## src/rtl/diffeq_trace_buffer_if.sv

```systemverilog
// diffeq_trace_buffer_if: drain port for captured solver samples (valid/ready plus x/y/u payload)
//   out_valid  head FIFO entry is available (driven by the buffer)
//   out_ready  consumer accepts the head entry (driven by the consumer)
//   out_x/y/u  payload of the head entry (driven by the buffer)
interface diffeq_trace_buffer_if #(parameter int WIDTH = 32);
   logic             out_valid;
   logic             out_ready;
   logic [WIDTH-1:0] out_x;
   logic [WIDTH-1:0] out_y;
   logic [WIDTH-1:0] out_u;
   modport master (output out_valid, out_x, out_y, out_u, input out_ready);
   modport slave  (input out_valid, out_x, out_y, out_u, output out_ready);
endinterface

```

## src/rtl/diffeq_trace_buffer.sv

```systemverilog
// diffeq_trace_buffer: records decimated (x,y,u) solver samples into a FIFO and flags run completion
//   clk, reset        rising-edge clock, synchronous active-high reset
//   start             1-cycle pulse arming a capture run
//   aport             solver bound a (solver halts when x >= a)
//   xport/yport/uport solver state being watched
//   bus               sample drain port (valid/ready, x/y/u of the FIFO head)
//   done              run complete, held until start or reset
//   overflow          sticky flag: a kept sample was dropped on a full FIFO
//   drop_cnt          count of dropped samples, saturating at 255
module diffeq_trace_buffer #(
   parameter int WIDTH = 32,
   parameter int DEPTH = 16,
   parameter int DECIM = 1
) (
   input  logic                  clk,
   input  logic                  reset,
   input  logic                  start,
   input  logic [WIDTH-1:0]      aport,
   input  logic [WIDTH-1:0]      xport,
   input  logic [WIDTH-1:0]      yport,
   input  logic [WIDTH-1:0]      uport,
   diffeq_trace_buffer_if.master bus,
   output logic                  done,
   output logic                  overflow,
   output logic [7:0]            drop_cnt
);
   localparam int AW = $clog2(DEPTH);
   localparam int CW = DECIM > 1 ? $clog2(DECIM) : 1;
   typedef enum logic [2:0] {IDLE, ARMED, CAPTURE, HALTED, DONE} state_t;
   state_t             state, state_nx;
   logic [WIDTH-1:0]   x_prev;
   logic [CW-1:0]      dcnt, dcnt_base;
   logic [3*WIDTH-1:0] mem [DEPTH];
   logic [AW-1:0]      wr_ptr, rd_ptr;
   logic [AW:0]        count;
   logic               step, restart, take, keep, arm, full, pop, push, drop;
   // Any change of x marks a solver iteration; a decrease means the solver restarted.
   assign step      = xport != x_prev;
   assign restart   = xport < x_prev;
   assign take      = step && (state inside {ARMED, CAPTURE, HALTED});
   assign dcnt_base = restart ? '0 : dcnt;
   assign keep      = take && dcnt_base == '0;
   assign arm       = start && (state == IDLE || state == DONE);
   assign full      = count == (AW+1)'(DEPTH);
   assign pop       = bus.out_valid && bus.out_ready;
   // A pop in the same cycle frees the slot, so a full FIFO only drops when nothing leaves.
   assign push      = keep && (!full || pop);
   assign drop      = keep && full && !pop;
   assign bus.out_valid = count != '0;
   assign {bus.out_x, bus.out_y, bus.out_u} = bus.out_valid ? mem[rd_ptr] : '0;
   assign done      = state == DONE;
   always_comb begin
      state_nx = take ? CAPTURE :
                 arm ? ARMED :
                 (state == CAPTURE && xport >= aport) ? HALTED :
                 (state == HALTED && count == '0) ? DONE : state;
   end
   always_ff @(posedge clk) begin
      if (reset) begin
         state    <= IDLE;
         x_prev   <= '0;
         dcnt     <= '0;
         wr_ptr   <= '0;
         rd_ptr   <= '0;
         count    <= '0;
         overflow <= 1'b0;
         drop_cnt <= '0;
      end else begin
         state  <= state_nx;
         x_prev <= xport;
         if (arm) begin
            dcnt     <= '0;
            overflow <= 1'b0;
            drop_cnt <= '0;
         end
         if (take) dcnt <= dcnt_base == CW'(DECIM - 1) ? '0 : dcnt_base + 1'b1;
         if (push) wr_ptr <= wr_ptr + 1'b1;
         if (pop) rd_ptr <= rd_ptr + 1'b1;
         count <= count + {{AW{1'b0}}, push} - {{AW{1'b0}}, pop};
         if (drop) begin
            overflow <= 1'b1;
            if (drop_cnt != 8'hFF) drop_cnt <= drop_cnt + 8'd1;
         end
      end
   end
   always_ff @(posedge clk) begin
      if (push) mem[wr_ptr] <= {xport, yport, uport};
   end
endmodule

```

## src/flat_wrapper.sv

```systemverilog
// flat-port wrapper written by rule: the top's interface ports become plain ports
module diffeq_trace_buffer_flat 
#(
   parameter int WIDTH = 32,
   parameter int DEPTH = 16,
   parameter int DECIM = 1
)
  (clk, reset, start, aport, xport, yport, uport, done, overflow, drop_cnt, bus_out_valid, bus_out_x, bus_out_y, bus_out_u, bus_out_ready);
  diffeq_trace_buffer_if #(.WIDTH(WIDTH)) bus_i ();
  input  logic clk;
  input  logic reset;
  input  logic start;
  input  logic [WIDTH-1:0] aport;
  input  logic [WIDTH-1:0] xport;
  input  logic [WIDTH-1:0] yport;
  input  logic [WIDTH-1:0] uport;
  output logic done;
  output logic overflow;
  output logic [7:0] drop_cnt;
  output wire logic [$bits(bus_i.out_valid)-1:0] bus_out_valid;
  output wire logic [$bits(bus_i.out_x)-1:0] bus_out_x;
  output wire logic [$bits(bus_i.out_y)-1:0] bus_out_y;
  output wire logic [$bits(bus_i.out_u)-1:0] bus_out_u;
  input wire logic [$bits(bus_i.out_ready)-1:0] bus_out_ready;
  assign bus_out_valid = bus_i.out_valid;
  assign bus_out_x = bus_i.out_x;
  assign bus_out_y = bus_i.out_y;
  assign bus_out_u = bus_i.out_u;
  assign bus_i.out_ready = bus_out_ready;
  diffeq_trace_buffer #(.WIDTH(WIDTH), .DEPTH(DEPTH), .DECIM(DECIM)) u_core (.clk(clk), .reset(reset), .start(start), .aport(aport), .xport(xport), .yport(yport), .uport(uport), .bus(bus_i), .done(done), .overflow(overflow), .drop_cnt(drop_cnt));
endmodule
```

## config.mk

```make
export PLATFORM = sky130hd
export DESIGN_NAME = diffeq_trace_buffer_flat
export DESIGN_NICKNAME = d
export VERILOG_FILES = /design/src/rtl/diffeq_trace_buffer_if.sv /design/src/rtl/diffeq_trace_buffer.sv /design/src/flat_wrapper.sv
export SDC_FILE = /design/constraint.sdc
export NUM_CORES = 1
export LEC_CHECK = 0
export ABC_AREA = 1
export BUFFER_PORTS_ARGS = -buffer_cell sky130_fd_sc_hd__buf_2
export CAP_MARGIN = 25
export CORE_MARGIN = 1.5
export CORE_UTILIZATION = 37
export CTS_CLUSTER_DIAMETER = 200
export CTS_CLUSTER_SIZE = 24
export DETAILED_ROUTE_END_ITERATION = 12
export HOLD_SLACK_MARGIN = 0.12
export PLACE_DENSITY = 0.59
export SETUP_SLACK_MARGIN = 0.2
export SYNTH_ARGS = -nofsm -noshare
export SYNTH_HDL_FRONTEND = slang
export SYNTH_SLANG_ARGS = --single-unit
export TNS_END_PERCENT = 20
```

## constraint.sdc

```tcl
create_clock -name clk -period 11.55 [get_ports clk]
set_input_delay 2.31 -clock clk [delete_from_list [all_inputs] [get_ports clk]]
set_output_delay 2.31 -clock clk [all_outputs]
set_load 0.01 [all_outputs]
```

==> parameters.txt <==
Parameter                              Value

Run status
  Run status    finished clean

Layout
  Final Net Count    4870
  Number of standard cells in the layout, taps in and fillers out    6947
  Number of inserted filler cells in the final layout    15.6k
  Layout cells sized above 1    8.73%
  Footprint of the flip-flops and latches    47400 um^2
  Post-layout util    40.4%
  Layout area overhead    8.66%
  Area of the multi-input gates    13800 um^2

Placed design
  Detailed placer's ending HPWL    81.9 mm
  Placed Cells incl. Taps    6827
  Gpl congestion    0.738
  Port-buffer cells    238

Detailed routing
  Count of nets left with antenna violations after detail routing    0
  Routed via count divided by cell count    5.53
  Via count of the routed design    38.4k
  Total wire length after detailed routing    164 mm
  Number of search-and-repair iterations in the first detailed-routing pass    6
  DRC violations left    0
  DR iter-0 viols    3722
  Average wire per standard cell    23.6 um

Power and ir drop
  Sequential fraction of design power    52.0%
  Cell-internal power    8.80 mW
  Leak pwr    21.5 nW
  Max VDD drop    0.188 mV
  Combinational group share of total power    24.9%
  Net switching component of the power    4.18 mW
  Clk pwr share    23.1%
  Total power density per cell area    190 nW/um^2
  Sw Share    32.2%

Timing
  Unrepaired setup endpoints after global routing    false
  Final setup violating endpoints    0
  Max Clock Freq    0.141 GHz
  Hold Fails Final Rpt    0
  Period minus WS final    7.12 ns
  Worst rel slew slack    22.8%
  Final worst path period share    61.6%
  Count of pins over their slew limit    0
  Worst-Margin Slew    1.16 ns
  Total negative setup slack    0 ns
  Worst clock skew    0.0407 ns

Global route
  Remaining Overflow, GRT    0
  Largest net degree at the start of global routing    233
  Global routing usage summed across all routing layers    18.6%
  Number of antenna violations at the first check in global routing    16
  Global-route wire length before repair    244 mm
  Vias in the first global route    37.4k

Setup path
  CP startpoint kind    flip-flop
  Data arrival time of the critical path    4.81 ns
  Worst setup slack for register-to-register paths    7.19 ns
  Critical path's most frequent cell    buf_4
  Number of cells on the worst reg-to-reg path    13
  Slowest Stage Delay on Critical Path    0.82 ns
  Crit path capture type    output pin
  Critical path required time    9.24 ns
  Category of the critical setup timing path    flip-flop to output pin
  Critical Path Slowest Stage Cell    buf_4
  Critical path cell sequence    buf_12 > buf_4 > buf_4 > o21ai_0 > o221ai_1 > nand3_1 > a21oi_1 > buf_2
  Maximum fanout along the worst path    219

CTS
  CTS tree    done
  Longest Clk Path Bufs    3
  Post-CTS setup buffers    0
  Clock H-tree levels    3
  Post-CTS clock slew at the launch and capture registers of the worst setup and hold paths    0.10 ns
  Source-to-sink clock delay at the later pin of the worst-skew pair    0.72 ns
  CTS Sinks    1597
  Clock root buffer    clkbuf_16
  CTS Buf Count    76
  Post-cts hold buffer count    0
  Resized Gates After CTS    0

Synthesis
  Mean instance size in the synthesized netlist    13.6 um^2
  Cell variety after synth    32
  Synth Flop Type    edfxtp_1
  Count of flip-flops with a built-in enable after synthesis    1536
  Synth Warn #    0
  Cells after synthesis    4648
  Sequential element share of the synthesized area    75.2%
  Syn Nets    4825
  Ys async rst share    0%
  Total of flip-flops plus latches after synthesis    1597
  Synth Cell Area    63000 um^2

Min path
  Class of the most critical hold timing path    flip-flop to flip-flop
  Hold Crit Depth    2

Run
  Number of violations of the max-capacitance limit    0

Die
  Boundary pin count    239
  Std-Cell Core Area    169000 um^2
  Rows    151
  Die Outline Area    173000 um^2
  Die outline width    416 um
  Die Height    416 um
  Effective utilization at floorplan    37.2%
-- worst max-delay path, delay by kind of cell (launching register included) --
family,cells,cell delay [ns]
AO/OA/AOI/OAI,3,0.95
AND/OR/NAND/NOR,1,0.11
flip-flops,1,0.55
buffers and inverters,4,2.25
-- cells in the mapped netlist, drive strengths merged (6+ instances only) --
| cell | instances | area share (%) |
|---|---|---|
| o21ai | 778 | 6.2 |
| dfxtp | 61 | 1.9 |
| o211ai | 105 | 1.3 |
| o22ai | 105 | 1.0 |
| xor2 | 6 | 0.083 |
| nand2 | 135 | 0.80 |
| nor2 | 864 | 5.1 |
| inv | 117 | 0.70 |
| ha | 44 | 0.87 |
| nand4 | 13 | 0.13 |
| edfxtp | 1536 | 73 |
| buf | 121 | 1.1 |
| clkbuf | 214 | 1.3 |
| o221ai | 279 | 3.9 |
| a21oi | 126 | 1.0 |
| xnor2 | 27 | 0.38 |
| nand3 | 100 | 0.80 |
-- through the flow --
step / cell area (um^2) / hold slack, ns / power (mW) / worst slack (ns)
2_1_floorplan: 63000 / 0.460 / 8.84 / 3.80
3_3_place_gp: 66100 / 0.456 / 10.1 / 4.64
3_5_place_dp: 66200 / 0.463 / 10.1 / 4.65
4_1_cts: 68300 / 0.482 / 13.1 / 3.84
5_1_grt: 68400 / 0.504 / 13.6 / 3.94
6_report: 68400 / 0.479 / 13.0 / 4.43
-- layout by cell type, fill, tap and decap left out, drive strengths merged, types with 100 or more instances in the layout --
cell and count:
nor2 864, o22ai 105, o221ai 279, a21oi 126, nand3 100, o21ai 778, inv 123, edfxtp 1536
buf 302, clkbuf 100, nand2 135, o211ai 105
-- layout make-up --
cell class | count | share of cell area, %
Tap cell | 2218 | 4.05
Inverter | 121 | 0.708
Clock buffer | 100 | 2.97
Antenna cell | 9 | 0.0329
Timing Repair Buffer | 302 | 2.75
Sequential cell | 1597 | 69.2
Clock inverter | 5 | 0.102
Multi-Input combinational cell | 2595 | 20.2
-- power groups by stage --
stage	registers [mW]	clock network [mW]	logic, mW
after CTS	6.75	3.07	3.27
after floorplan	6.89	0	1.95
final	6.75	2.99	3.23
after global placement	6.87	0	3.22
after detailed placement	6.88	0	3.26
after global routing	6.77	3.24	3.57
-- sequential cells by signal (all words and copies together), names as in the netlist, named ones only --
name / count
u_core.state: 3
u_core.wr_ptr: 4
u_core.drop_cnt: 8
u_core.overflow: 1
u_core.rd_ptr: 4
u_core.count: 5
u_core.x_prev: 32
u_core.mem: 1536
-- layer usage --
layer / part of all wire, % / vias up / GRT usage, %
met1: 45 / 19500 / 26.7
met5: 0.0092 / - / 0
met2: 47 / 1182 / 29.8
met4: 1.9 / 4 / 4.48
li1: - / 17600 / -
met3: 6.0 / 152 / 2.44
-- cells by family (layout without fill, tap and decap cells) --
group / count (synthesis) / after routing / synth area share (%)
flops: 1597 / 1597 / 75.2
compound gates: 1400 / 1400 / 13.4
simple gates: 1117 / 1117 / 6.93
buf+inv: 456 / 528 / 3.10
fa+ha+maj: 45 / 45 / 0.906
xor+xnor: 33 / 33 / 0.459
other cells: 0 / 9 / 0
-- worst paths after layout --
check / from / endpoint
max: flip-flop / bus_out_u[23]
min: u_core.overflow$_SDFFE_PP0P_ / u_core.overflow$_SDFFE_PP0P_
min reg2reg: u_core.overflow$_SDFFE_PP0P_ / u_core.overflow$_SDFFE_PP0P_
max reg2reg: u_core.count[2]$_SDFF_PP0_ / u_core.mem[6][51]$_DFFE_PP_
No activity file was read; power rests on OpenSTA's default activity.
